--- config.mk ---
export PLATFORM = sky130hd
export DESIGN_NAME = trig_frame_gen_flat
export DESIGN_NICKNAME = d
export VERILOG_FILES = /design/src/rtl/trig_frame_gen_if.sv /design/src/rtl/trig_frame_gen.sv /design/src/flat_wrapper.sv
export SDC_FILE = /design/constraint.sdc
export NUM_CORES = 1
export LEC_CHECK = 0
export CAP_MARGIN = 15
export CORE_UTILIZATION = 45
export CTS_CLUSTER_SIZE = 16
export DETAILED_ROUTE_END_ITERATION = 12
export HOLD_SLACK_MARGIN = 0.05
export PLACE_DENSITY = 0.67
export SYNTH_ARGS = -nofsm -noshare
export SYNTH_HDL_FRONTEND = slang
export SYNTH_SLANG_ARGS = --single-unit
--- constraint.sdc ---
create_clock -name clk -period 6.6 [get_ports clk]
set_clock_uncertainty 0.05 [all_clocks]
set_input_delay 1.32 -clock clk [delete_from_list [all_inputs] [get_ports clk]]
set_output_delay 1.32 -clock clk [all_outputs]
set_load 0.02 [all_outputs]
--- src/rtl/trig_frame_gen_if.sv ---
// Signal bundle for trig_frame_gen: pixel enable, line timing inputs,
// frame trigger and the three video timing outputs.
interface trig_frame_gen_if #(
    parameter int DW = 12
);
    logic          ena;
    logic [DW-1:0] Thsync;
    logic [DW-1:0] Thlen;
    logic          trig;
    logic          hsync;
    logic          vsync;
    logic          daten;

    // Driver side (pixel-enable source / trigger source)
    modport master (
        output ena, Thsync, Thlen, trig,
        input  hsync, vsync, daten
    );

    // Timing generator side
    modport slave (
        input  ena, Thsync, Thlen, trig,
        output hsync, vsync, daten
    );
endinterface

--- src/rtl/trig_frame_gen.sv ---
// Triggered single-frame video timing generator.
// A trigger pulse arms the block; on the next pixel-enable tick it latches
// the line timing and plays out exactly one frame of hsync/vsync/daten,
// then returns to idle.
// Optional build macro TRIG_FRAME_GEN_CLKGEN_EN: derive the pixel enable
// from an internal divide-by-CLK_DIV counter instead of the ena input.
module trig_frame_gen #(
    parameter int DW          = 12,
    parameter int VLINES      = 20,
    parameter int VSYNC_LINES = 2,
    parameter int VBP_LINES   = 2,
    parameter int HBP         = 8,
    parameter int HFP         = 8,
    parameter int CLK_DIV     = 2
) (
    input  logic             clk,
    input  logic             rst_n,
    trig_frame_gen_if.slave  bus
);

    localparam int            VW     = (VLINES > 1) ? $clog2(VLINES) : 1;
    localparam logic [VW-1:0] V_LAST = VW'(VLINES - 1);
    localparam logic [VW:0]   V_VS   = (VW+1)'(VSYNC_LINES);
    localparam logic [VW:0]   V_DE   = (VW+1)'(VSYNC_LINES + VBP_LINES);
    localparam logic [DW:0]   HBP_W  = (DW+1)'(HBP);
    localparam logic [DW:0]   HFP_W  = (DW+1)'(HFP);

    typedef enum logic {IDLE, ACTIVE} state_t;

    // ------------------------------------------------------------------
    // Pixel tick source
    // ------------------------------------------------------------------
    logic tick;

`ifdef TRIG_FRAME_GEN_CLKGEN_EN
    localparam int            CW       = (CLK_DIV > 1) ? $clog2(CLK_DIV) : 1;
    localparam logic [CW-1:0] DIV_LAST = CW'(CLK_DIV - 1);

    logic [CW-1:0] div_cnt;
    logic          unused_ena;

    assign tick       = (div_cnt == DIV_LAST);
    assign unused_ena = bus.ena;

    // Free-running divider; tick on the last count, CLK_DIV=1 ticks every clk
    always_ff @(posedge clk or negedge rst_n) begin
        if (!rst_n)    div_cnt <= '0;
        else if (tick) div_cnt <= '0;
        else           div_cnt <= div_cnt + CW'(1);
    end
`else
    logic [31:0] unused_clk_div;

    assign tick           = bus.ena;
    assign unused_clk_div = CLK_DIV;
`endif

    // ------------------------------------------------------------------
    // Output decode from a counter position; sums kept at DW+1 bits so
    // Thsync+HBP and h+HFP cannot wrap.
    // ------------------------------------------------------------------
    function automatic logic [2:0] frame_outs(
        input logic [DW-1:0] hh,
        input logic [VW-1:0] vv,
        input logic [DW-1:0] ths,
        input logic [DW-1:0] thl
    );
        logic [DW:0] he;
        logic        hs, vs, de;
        he = {1'b0, hh};
        hs = (he < {1'b0, ths});
        vs = ({1'b0, vv} < V_VS);
        de = ({1'b0, vv} >= V_DE) &&
             (he >= ({1'b0, ths} + HBP_W)) &&
             ((he + HFP_W) < {1'b0, thl});
        return {hs, vs, de};
    endfunction

    // ------------------------------------------------------------------
    // State
    // ------------------------------------------------------------------
    state_t        state, state_n;
    logic          pending, pending_n;
    logic [DW-1:0] h, h_n;
    logic [VW-1:0] v, v_n;
    logic [DW-1:0] ths_l, ths_n;
    logic [DW-1:0] thl_l, thl_n;
    logic [2:0]    outs_r, outs_n;   // {hsync, vsync, daten}

    // State, counters, latched timing and registered outputs
    always_ff @(posedge clk or negedge rst_n) begin
        if (!rst_n) begin
            state   <= IDLE;
            pending <= 1'b0;
            h       <= '0;
            v       <= '0;
            ths_l   <= '0;
            thl_l   <= '0;
            outs_r  <= '0;
        end else begin
            state   <= state_n;
            pending <= pending_n;
            h       <= h_n;
            v       <= v_n;
            ths_l   <= ths_n;
            thl_l   <= thl_n;
            outs_r  <= outs_n;
        end
    end

    // Trigger arming, frame start, counter advance and output decode
    always_comb begin
        state_n   = state;
        pending_n = pending;
        h_n       = h;
        v_n       = v;
        ths_n     = ths_l;
        thl_n     = thl_l;
        outs_n    = outs_r;

        if (state == IDLE) begin
            if (pending && tick) begin
                // Start edge: latch timing; a line shorter than 2 pixels
                // is rejected and the request is simply consumed.
                pending_n = 1'b0;
                ths_n     = bus.Thsync;
                thl_n     = bus.Thlen;
                if (bus.Thlen >= DW'(2)) begin
                    state_n = ACTIVE;
                    h_n     = '0;
                    v_n     = '0;
                    outs_n  = frame_outs('0, '0, bus.Thsync, bus.Thlen);
                end
            end else if (!pending && bus.trig) begin
                pending_n = 1'b1;
            end
        end else if (tick) begin
            // Triggers while active are dropped: pending is only set in IDLE
            if (h == thl_l - DW'(1)) begin
                h_n = '0;
                if (v == V_LAST) begin
                    state_n = IDLE;
                    v_n     = '0;
                end else begin
                    v_n = v + VW'(1);
                end
            end else begin
                h_n = h + DW'(1);
            end
            if (state_n == ACTIVE) outs_n = frame_outs(h_n, v_n, ths_l, thl_l);
            else                   outs_n = '0;
        end
    end

    assign bus.hsync = outs_r[2];
    assign bus.vsync = outs_r[1];
    assign bus.daten = outs_r[0];

endmodule

--- src/flat_wrapper.sv ---
// flat-port wrapper written by rule: the top's interface ports become plain ports
module trig_frame_gen_flat 
#(
    parameter int DW          = 12,
    parameter int VLINES      = 20,
    parameter int VSYNC_LINES = 2,
    parameter int VBP_LINES   = 2,
    parameter int HBP         = 8,
    parameter int HFP         = 8,
    parameter int CLK_DIV     = 2
)
  (clk, rst_n, bus_ena, bus_Thsync, bus_Thlen, bus_trig, bus_hsync, bus_vsync, bus_daten);
  trig_frame_gen_if #(.DW(DW)) bus_i ();
  input  logic clk;
  input  logic rst_n;
  input wire logic [$bits(bus_i.ena)-1:0] bus_ena;
  input wire logic [$bits(bus_i.Thsync)-1:0] bus_Thsync;
  input wire logic [$bits(bus_i.Thlen)-1:0] bus_Thlen;
  input wire logic [$bits(bus_i.trig)-1:0] bus_trig;
  output wire logic [$bits(bus_i.hsync)-1:0] bus_hsync;
  output wire logic [$bits(bus_i.vsync)-1:0] bus_vsync;
  output wire logic [$bits(bus_i.daten)-1:0] bus_daten;
  assign bus_i.ena = bus_ena;
  assign bus_i.Thsync = bus_Thsync;
  assign bus_i.Thlen = bus_Thlen;
  assign bus_i.trig = bus_trig;
  assign bus_hsync = bus_i.hsync;
  assign bus_vsync = bus_i.vsync;
  assign bus_daten = bus_i.daten;
  trig_frame_gen #(.DW(DW), .VLINES(VLINES), .VSYNC_LINES(VSYNC_LINES), .VBP_LINES(VBP_LINES), .HBP(HBP), .HFP(HFP), .CLK_DIV(CLK_DIV)) u_core (.clk(clk), .rst_n(rst_n), .bus(bus_i));
endmodule
==> metrics.yaml <==
status: "finished, final reports clean"
finish.utilization_pct: 52.2
yosys.area.top_type_share_pct: 30.2
final_nets: 554
hold_buffers: 0
setup_viol: 0
fin_ws_ps: 1440
drt-pass1-iter-count: 7
hold_viol: 0
hold_class: "register to register"
die_h_um: 94.0
synth_edf_count: 0
cts_inserted_buffers: 5
clkLatencyLatePin_ps: 300
die_area_um2: 8830
multiInputGateArea_um2: 2430
relSlewSlack_pct: 52.2
routed_via_density: 5.90
die_w_um: 94.0
hold_slack_ps: 461
cts.repair.resized: 0
ys.flop_type: "dfrtp_1"
total_power_uw: 801
drive_above_1_share_pct: 5.51
dpl-instance-area_um2: 4160
powerDensity_nw_per_um2: 187
wl_mm: 10.0
antenna_cells: 0
grt_pass1_vias: 3391
synth.area.top_cells: "dfrtp_1, ha_1, xnor2_1"
yosysUniqueCellTypes: 58
fillers: 776
grt_max_degree: 49
drtIter0Drc: 313
gp_congestion: 0.877
syn_area_per_cell_um2: 8.14
syn-num-nets: 533
place_inst: 586
final_area_um2: 4290
worstSetupPathType: "register to register"
synth_top_area_cell: "dfrtp_1"
port_buffers: 30
place_hpwl_mm: 7.78
period_share_pct: 78.1
ys_seq_area_share_pct: 30.2
start_util_pct: 46.3
pre_cts_ws_ps: 1530
final_common_cell: "nand2_1"
crit_fanout: 8
worst_slew_pin_slew_ps: 715
final_cell_mix: "nand2_1, dfrtp_1, o21ai_0"
seqCellArea_um2: 1150
peakVddDrop_mv: 0.0851
synth-seq-cells: 46
core.rowCount: 33
maxCapViolations: 0
clkSlewWorstSetupHoldPaths_ps: 100
cts_buffer_depth: 2
antenna_left: 0
instances_no_fill: 595
cts_setup_buffers: 0
area_growth_pct: 12.7
cts_sinks: 46
drc_errors: 0
grt_pass1_wl_mm: 17.2
wl_per_cell_um: 16.9
vias: 3511
cp-end-kind: "register"
worst_ep_arrival_time_ps: 5340
fin_setup_tns_ps: 0
critPathLaunchType: "register"
cts_tree: "built"
rsz0062_at_grt: "false"
worstPathRequired_ps: 6790
grt.overflow.total: 0
drv_slew: 0
fmax_mhz: 194
p_leak_nw: 1.97
synthCells: 468
grt_use_total_pct: 25.1
ys_warn_count: 0
io_pins: 31
root_buffer: "clkbuf_8"
core_area_um2: 8220
htree_num_levels: 2
antenna_found_initial: 0
async_flop_share_pct: 100
period_needed_ps: 5160
syn-cell-area_um2: 3810
[final timing paths]
check / startpoint / to / slack, ps / cells past startpoint
worst max-delay path: u_core.thl_l[0] / u_core.outs_r[0] / 1440 / 22
worst min-delay path: u_core.pending / u_core.pending / 460 / 2
worst max register to register: u_core.thl_l[0] / u_core.outs_r[0] / 1440 / 22
worst min register to register: u_core.pending / u_core.pending / 460 / 2
max in group asynchronous: rst_n / u_core.thl_l[10] / 5230 / 2
min in group asynchronous: rst_n / u_core.h[8] / 800 / 1
[kinds of logic (layout without fill, tap and decap cells)]
group,Yosys count,count (layout),synth area share [%]
fa+ha+maj,37,37,12.2
simple gates,179,179,23.6
mux,4,4,1.08
xor+xnor,35,35,8.05
buf+inv,54,76,5.85
flops,46,46,30.2
compound gates,113,113,19.0
[registers in the layout (all words and copies together), names as in the netlist]
signal,count
u_core.h,12
u_core.outs_r,3
u_core.pending,1
u_core.state,1
u_core.thl_l,12
u_core.ths_l,12
u_core.v,5
[layer usage]
metal	vias up	GRT usage (%)	wire, µm
met4	0	6.15	193
met1	1689	33.4	4490
li1	1717	-	-
met3	15	2.43	373
met2	90	43.6	4970
met5	-	0	0
[critical path, stage by stage (launching register included)]
cell and delay [ps]:
dfrtp_1 450, inv_1 110, ha_1 320, inv_1 160
or4_1 530, a211o_1 300, o311a_2 170, nor4_4 500
inv_2 80, nand2_1 120, inv_1 90, ha_1 200
nor2b_1 190, nand2_1 110, mux2_2 330, ha_1 280
nor2b_1 130, o21ai_0 160, o211ai_1 130, nor2_1 120
o21ai_0 80, a2111o_1 360, o21ai_1 110
[cells in the mapped netlist, drive strengths merged, types with 4 or more instances]
library cell  number
nand2b             7
o211ai             6
o22ai              4
a211oi             5
ha                37
nor4              14
dfrtp             46
nand4              8
nand3             15
nor3              12
xor2               7
xnor2             28
buf                6
clkbuf            13
a31oi              5
nor2b              5
inv               35
nand2             62
a21o               4
nor2              38
and3               4
o21ai             46
or4                5
a21oi             17
[layout make-up]
type	count	area share [%]
inverter	35	3.06
clock buffer	5	1.60
sequential	46	26.8
clock inverter	3	1.02
timing repair buffer	33	7.70
multi-input combinational	368	56.7
tap	105	3.06
[where the power goes]
part | leakage, nW | switching [mW] | internal, mW | total, mW
sequential | 0.501 | 0.0429 | 0.297 | 0.340
combinational | 1.41 | 0.132 | 0.109 | 0.241
clock | 0.0585 | 0.106 | 0.114 | 0.220
Note: power is estimated with default switching activity, not from simulation.
